### config.mk
export PLATFORM = sky130hd
export DESIGN_NAME = sar_redundant_ctrl
export DESIGN_NICKNAME = d
export VERILOG_FILES = /design/src/rtl/sar_redundant_ctrl_pkg.sv /design/src/rtl/sar_redundant_ctrl_step_table.sv /design/src/rtl/sar_redundant_ctrl.sv
export SDC_FILE = /design/constraint.sdc
export NUM_CORES = 1
export LEC_CHECK = 0
export BUFFER_PORTS_ARGS = -buffer_cell sky130_fd_sc_hd__clkbuf_2
export CAP_MARGIN = 20
export CORE_ASPECT_RATIO = 0.6
export CORE_UTILIZATION = 45
export CTS_CLUSTER_DIAMETER = 80
export CTS_CLUSTER_SIZE = 25
export DETAILED_ROUTE_END_ITERATION = 8
export PLACE_DENSITY = 0.69
export SETUP_SLACK_MARGIN = 0.1
export SYNTH_ARGS = -nofsm -noshare
export SYNTH_HDL_FRONTEND = slang
export SYNTH_SLANG_ARGS = --single-unit
### constraint.sdc
create_clock -name clkin -period 5.6 [get_ports clkin]
set_clock_uncertainty 0.05 [all_clocks]
set_input_delay 0.28 -clock clkin [delete_from_list [all_inputs] [get_ports clkin]]
set_output_delay 0.28 -clock clkin [all_outputs]
set_load 0.02 [all_outputs]
### src/rtl/sar_redundant_ctrl_pkg.sv
// Shared types and default step-weight tables for the redundant-weight SAR controller.
// Used by sar_redundant_ctrl and sar_step_table.
package sar_pkg;

   typedef enum logic [1:0] {
      IDLE   = 2'd0,
      SAMPLE = 2'd1,
      CONV   = 2'd2,
      DONE   = 2'd3
   } sar_state_t;

   // Index 0 is the smallest weight; the sum is 4095 so every 12-bit code is reachable.
   localparam int DEF_STEPS_12B_14S [14] = '{1, 2, 3, 4, 8, 14, 26, 45, 80, 144, 253, 456, 1011, 2048};

   // Binary weights on the top NBITS steps, extra steps padded with weight 1 below them.
   function automatic int default_step(input int nbits, input int nsteps, input int idx);
      int lsb_steps;
      lsb_steps = nsteps - nbits;
      if ((nbits == 12) && (nsteps == 14)) begin
         return DEF_STEPS_12B_14S[idx];
      end
      if (idx >= lsb_steps) begin
         return 1 << (idx - lsb_steps);
      end
      return 1;
   endfunction

endpackage

### src/rtl/sar_redundant_ctrl_step_table.sv
// Step-weight table for the SAR controller, read by the step pointer.
// Writable at runtime only when SAR_STEP_PROG_EN is defined; otherwise a constant ROM of defaults.
module sar_step_table
   import sar_pkg::*;
#(
   parameter int NBITS  = 12,
   parameter int NSTEPS = 14,
   parameter int PTR_W  = 4
) (
   input  logic             clkin,
   input  logic             rst,
   input  logic             wr_en,
   input  logic             wr_allow,
   input  logic [PTR_W-1:0] wr_addr,
   input  logic [NBITS-1:0] wr_data,
   input  logic [PTR_W-1:0] rd_addr,
   output logic [NBITS-1:0] rd_data
);

   logic [NBITS-1:0] steps [NSTEPS];

`ifdef SAR_STEP_PROG_EN
   // Writes are only honoured while no conversion is using the table.
   always_ff @(posedge clkin or posedge rst) begin
      if (rst) begin
         for (int i = 0; i < NSTEPS; i++) begin
            steps[i] <= NBITS'(default_step(NBITS, NSTEPS, i));
         end
      end else if (wr_en && wr_allow && (int'(wr_addr) < NSTEPS)) begin
         steps[wr_addr] <= wr_data;
      end
   end
`else
   for (genvar i = 0; i < NSTEPS; i++) begin : g_rom
      assign steps[i] = NBITS'(default_step(NBITS, NSTEPS, i));
   end

   logic unused_tbl;
   assign unused_tbl = ^{clkin, rst, wr_en, wr_allow, wr_addr, wr_data};
`endif

   assign rd_data = steps[rd_addr];

endmodule

### src/rtl/sar_redundant_ctrl.sv
// SAR ADC controller with redundant step weights: samples on st_conv high, converts on its fall.
// Optional runtime step-table programming is enabled by defining SAR_STEP_PROG_EN.
module sar_redundant_ctrl
   import sar_pkg::*;
#(
   parameter int NBITS  = 12,
   parameter int NSTEPS = 14,
   parameter int PTR_W  = 4
) (
   input  logic             clkin,
   input  logic             rst,
   input  logic             st_conv,
   input  logic             comp_in,
   output logic             clkout,
   output logic             sample,
   output logic [NBITS-1:0] dac_value,
   output logic [NBITS-1:0] result,
   output logic             result_valid,
   output logic             busy,
   input  logic             tbl_we,
   input  logic [PTR_W-1:0] tbl_addr,
   input  logic [NBITS-1:0] tbl_wdata
);

   localparam logic [PTR_W-1:0] LAST_PTR = PTR_W'(NSTEPS - 1);
   localparam logic [NBITS:0]   CODE_MAX = {1'b0, {NBITS{1'b1}}};

   if (NSTEPS < NBITS) begin : g_bad_nsteps
      $error("sar_redundant_ctrl: NSTEPS must be >= NBITS");
   end
   if ((1 << PTR_W) < NSTEPS) begin : g_bad_ptr_w
      $error("sar_redundant_ctrl: PTR_W too narrow for NSTEPS");
   end

   sar_state_t state;
   sar_state_t state_next;

   logic             st_q;
   logic             rise;
   logic             fall;
   logic [PTR_W-1:0] ptr;
   logic [NBITS:0]   acc;
   logic [NBITS-1:0] step_val;
   logic [NBITS+1:0] acc_sum;
   logic [NBITS:0]   acc_next;
   logic [NBITS:0]   final_acc;
   logic [NBITS-1:0] result_d;
   logic             last_step;
   logic             tbl_wr_allow;

   assign rise      = st_conv & ~st_q;
   assign fall      = ~st_conv & st_q;
   assign last_step = (ptr == '0);

   assign tbl_wr_allow = (state == IDLE) || (state == DONE);

   sar_step_table #(
      .NBITS (NBITS),
      .NSTEPS(NSTEPS),
      .PTR_W (PTR_W)
   ) u_step_table (
      .clkin   (clkin),
      .rst     (rst),
      .wr_en   (tbl_we),
      .wr_allow(tbl_wr_allow),
      .wr_addr (tbl_addr),
      .wr_data (tbl_wdata),
      .rd_addr (ptr),
      .rd_data (step_val)
   );

   // The accumulator is one bit wider than the code so a redundant table can overshoot;
   // the sum saturates there, and DAC code and result saturate to the code range.
   always_comb begin
      acc_sum   = {1'b0, acc} + {2'b00, step_val};
      acc_next  = acc_sum[NBITS+1] ? {(NBITS + 1){1'b1}} : acc_sum[NBITS:0];
      dac_value = (acc_next > CODE_MAX) ? CODE_MAX[NBITS-1:0] : acc_next[NBITS-1:0];
      final_acc = comp_in ? acc_next : acc;
      result_d  = (final_acc > CODE_MAX) ? CODE_MAX[NBITS-1:0] : final_acc[NBITS-1:0];
   end

   always_ff @(posedge clkin or posedge rst) begin
      if (rst) begin
         state <= IDLE;
      end else begin
         state <= state_next;
      end
   end

   // A rise of st_conv always restarts sampling, even in the middle of a conversion.
   always_comb begin
      state_next = state;
      unique case (state)
         IDLE: begin
            if (rise) state_next = SAMPLE;
         end
         SAMPLE: begin
            if (fall) state_next = CONV;
         end
         CONV: begin
            if (rise) begin
               state_next = SAMPLE;
            end else if (last_step) begin
               state_next = DONE;
            end
         end
         DONE: begin
            state_next = rise ? SAMPLE : IDLE;
         end
         default: state_next = IDLE;
      endcase
   end

   always_comb begin
      sample       = 1'b0;
      busy         = 1'b0;
      result_valid = 1'b0;
      clkout       = 1'b0;
      unique case (state)
         SAMPLE: begin
            sample = 1'b1;
            busy   = 1'b1;
         end
         CONV: begin
            busy   = 1'b1;
            clkout = ~clkin;
         end
         DONE: begin
            result_valid = 1'b1;
         end
         default: ;
      endcase
   end

   // Outside an active comparison, ptr/acc idle at the first trial so dac_value shows the top step.
   always_ff @(posedge clkin or posedge rst) begin
      if (rst) begin
         st_q   <= 1'b0;
         ptr    <= LAST_PTR;
         acc    <= '0;
         result <= '0;
      end else begin
         st_q <= st_conv;
         if ((state == CONV) && !rise && !last_step) begin
            if (comp_in) acc <= acc_next;
            ptr <= ptr - 1'b1;
         end else begin
            if ((state == CONV) && !rise) result <= result_d;
            ptr <= LAST_PTR;
            acc <= '0;
         end
      end
   end

endmodule
==> impl_metrics.csv <==
group,metric,value,unit
yosys,syn_area_per_cell,8.782,µm²
setup_path,crit_path_start_kind,"flop",
placement,postPlaceCellArea,2512,µm²
setup_path,r2r_slack,1.77,ns
timing,period_minus_slack,4.380,ns
setup_path,path_class,"reg2out",
placement,port_buffers,31,
timing,slew_viol_final,0,
yosys,synth_cells,260,
yosys,ys_async_sr_fraction,100.0,%
clock_tree,cts.reportedPaths.clkPinSlew,0.06,ns
timing,period_share,78.22,%
yosys,synth_area,2283,µm²
timing,hold_ws,0.3787,ns
die,die-area,5372,µm²
cells_and_area,fill_cells,449,
power,ir_drop,0.1295,mV
global_route,grt-ovfl-total,0,
die,die_h,57.18,µm
worst_hold_path,hold_class,"in2reg",
setup_path,worst_setup_path_end_kind,"output pin",
global_route,grt_pass1_vias,1859,
global_route,antenna_found_initial,0,
routing,dr.pass1.iters,4,
routing,viasPerCell,5.551,
global_route,grt_usage,22.91,%
cells_and_area,final_cell_mix,"nor2_1, clkbuf_2, dfrtp_1",
placement,dpl.hpwl,4244,µm
cells_and_area,area_delta_synth_final,16.66,%
setup_path,worstPathArrival,4.05,ns
run,cap_viol_max_count,0,
power,power_density,345.5,nW/µm²
timing,worst_pin_slew,0.7256,ns
cells_and_area,nets,342,
die,io_pins,49,
yosys,synth_top_area_share,31.78,%
yosys,synth_edf_count,0,
outcome,status,"finished, final reports clean",
routing,final_antenna_net_count,0,
power,cellLeakagePower,0.001301,µW
cells_and_area,drive_above_1_share,20.00,%
global_route,grt_pass1_wl,9259,µm
timing,rsz0062_at_grt,"false",
yosys,yosysWarnings,0,
yosys,synthTopCellsByArea,"dfrtp_1, ha_1, nor2_1",
yosys,syn_nets,303,
routing,finalWirelength,5548,µm
die,die_x,93.96,µm
global_route,grt_max_degree,33,
routing,dr_total_vias,2015,
clock_tree,cts_tree,"built",
yosys,synth.distinct_cells,50,
setup_path,cp.required,5.27,ns
cells_and_area,final_common_cell,"nor2_1",
yosys,yosys.area.top_type,"dfrtp_1",
timing,final-setup-viol-count,0,
cells_and_area,diodes,0,
yosys,synth-seq-cells,32,
die,start_util,48.27,%
routing,drc,0,
setup_path,cp_max_fo,9,
placement,gp_congestion,0.8927,
yosys,ys_seq_area_share,35.23,%
die,core,4731,µm²
clock_tree,post_cts_buffers,0,
cells_and_area,fin_area,2664,µm²
timing,max-slew-margin-rel,50.67,%
routing,drt-wirelength-per-cell,15.28,µm
timing,tns,0,ns
clock_tree,clock_latency,0.38,ns
timing,fmax,228.3,MHz
power,power,920.4,µW
die,fp-row-count,19,
timing,hold_violations,0,
routing,drtIter0Drc,157,
yosys,yosys_most_used_dff,"dfrtp_1",
==> logic make-up (layout without fill, tap and decap cells) <==
| logic type | after synthesis | count (layout) | share of synthesized area [%] |
|---|---|---|---|
| fa+ha+maj | 22 | 22 | 12.38 |
| flops | 32 | 32 | 35.23 |
| compound gates | 82 | 82 | 24.05 |
| simple gates | 89 | 89 | 19.18 |
| mux | 3 | 3 | 1.479 |
| xor+xnor | 9 | 9 | 3.452 |
| buf+inv | 23 | 63 | 4.220 |
==> worst max-delay path, stage by stage, from the launching register on <==
cell      delay (ns)
dfstp_2         0.62
inv_1           0.15
ha_1            0.26
nand2_1         0.09
a21boi_0        0.16
o21ai_0         0.10
ha_1            0.27
fa_1            0.44
a211oi_1        0.33
o211ai_2        0.16
nand3_1         0.15
a21oi_1         0.09
mux2i_1         0.35
buf_4           0.25
nand2b_1        0.08
clkbuf_2        0.16
==> final timing paths <==
path                       startpoint           end  depth (start not counted)
min                           comp_in        acc[1]                          3
max in group asynchronous         rst        ptr[3]                          4
max reg2reg                    ptr[0]     result[2]                         13
min reg2reg                    ptr[0]        ptr[0]                          1
min in group asynchronous         rst      state[0]                          4
max                            ptr[0]  dac_value[5]                         15
==> stage by stage <==
stage / setup slack, ns / std cells / util (%)
2_1_floorplan: 2.081 / 260 / -
3_3_place_gp: 1.669 / 350 / 53.11
3_5_place_dp: 1.661 / 350 / 53.11
4_1_cts: 1.254 / 363 / 56.31
5_1_grt: 0.9222 / 363 / 56.31
6_report: 1.220 / 363 / 56.31
==> state kept, by name, indices dropped and copies added, names as in the netlist <==
| signal | flops |
|---|---|
| state | 2 |
| acc | 13 |
| ptr | 4 |
| result | 12 |
| st_q | 1 |
==> timing repair <==
item	in CTS	in global routing
resized for setup	0	0
setup endpoints to repair	0	0
hold buffers	2	0
endpoints found under the hold margin	30	0
==> power breakdown <==
| part | switching, µW | total, µW | internal (µW) | leakage (µW) |
|---|---|---|---|---|
| combinational | 257 | 401 | 144 | 0.000798 |
| sequential | 24.9 | 277 | 252 | 0.000429 |
| clock | 93.8 | 242 | 148 | 0.0000739 |
==> synth_stat cells, types with 5 or more instances <==
| library cell | number |
|---|---|
| o22ai_1 | 8 |
| nand3_1 | 5 |
| dfrtp_1 | 29 |
| o21ai_0 | 16 |
| clkbuf_1 | 5 |
| nor3_1 | 6 |
| nor2b_1 | 5 |
| nand2b_1 | 11 |
| nor2_1 | 35 |
| a21oi_1 | 16 |
| inv_1 | 13 |
| a31oi_1 | 14 |
| ha_1 | 21 |
| xnor2_1 | 6 |
| nand2_1 | 17 |
==> metal layers <==
layer,track usage [%],wire length (µm),vias up
li1,-,-,1012
met1,37.72,3107,931
met2,28.88,2109,67
met3,4.800,291,5
met4,7.033,41,0
met5,0,0,-
==> area by class of cell <==
| class | instances | area (µm²) | area share, % |
|---|---|---|---|
| Inverter | 15 | 56.30 | 2.114 |
| Sequential cell | 32 | 804.5 | 30.20 |
| Timing Repair Buffer | 36 | 200.2 | 7.515 |
| Tap cell | 63 | 78.83 | 2.959 |
| Clock buffer | 12 | 136.4 | 5.120 |
| Multi-Input combinational cell | 205 | 1388 | 52.09 |
Power figures use the tool's default switching activity.
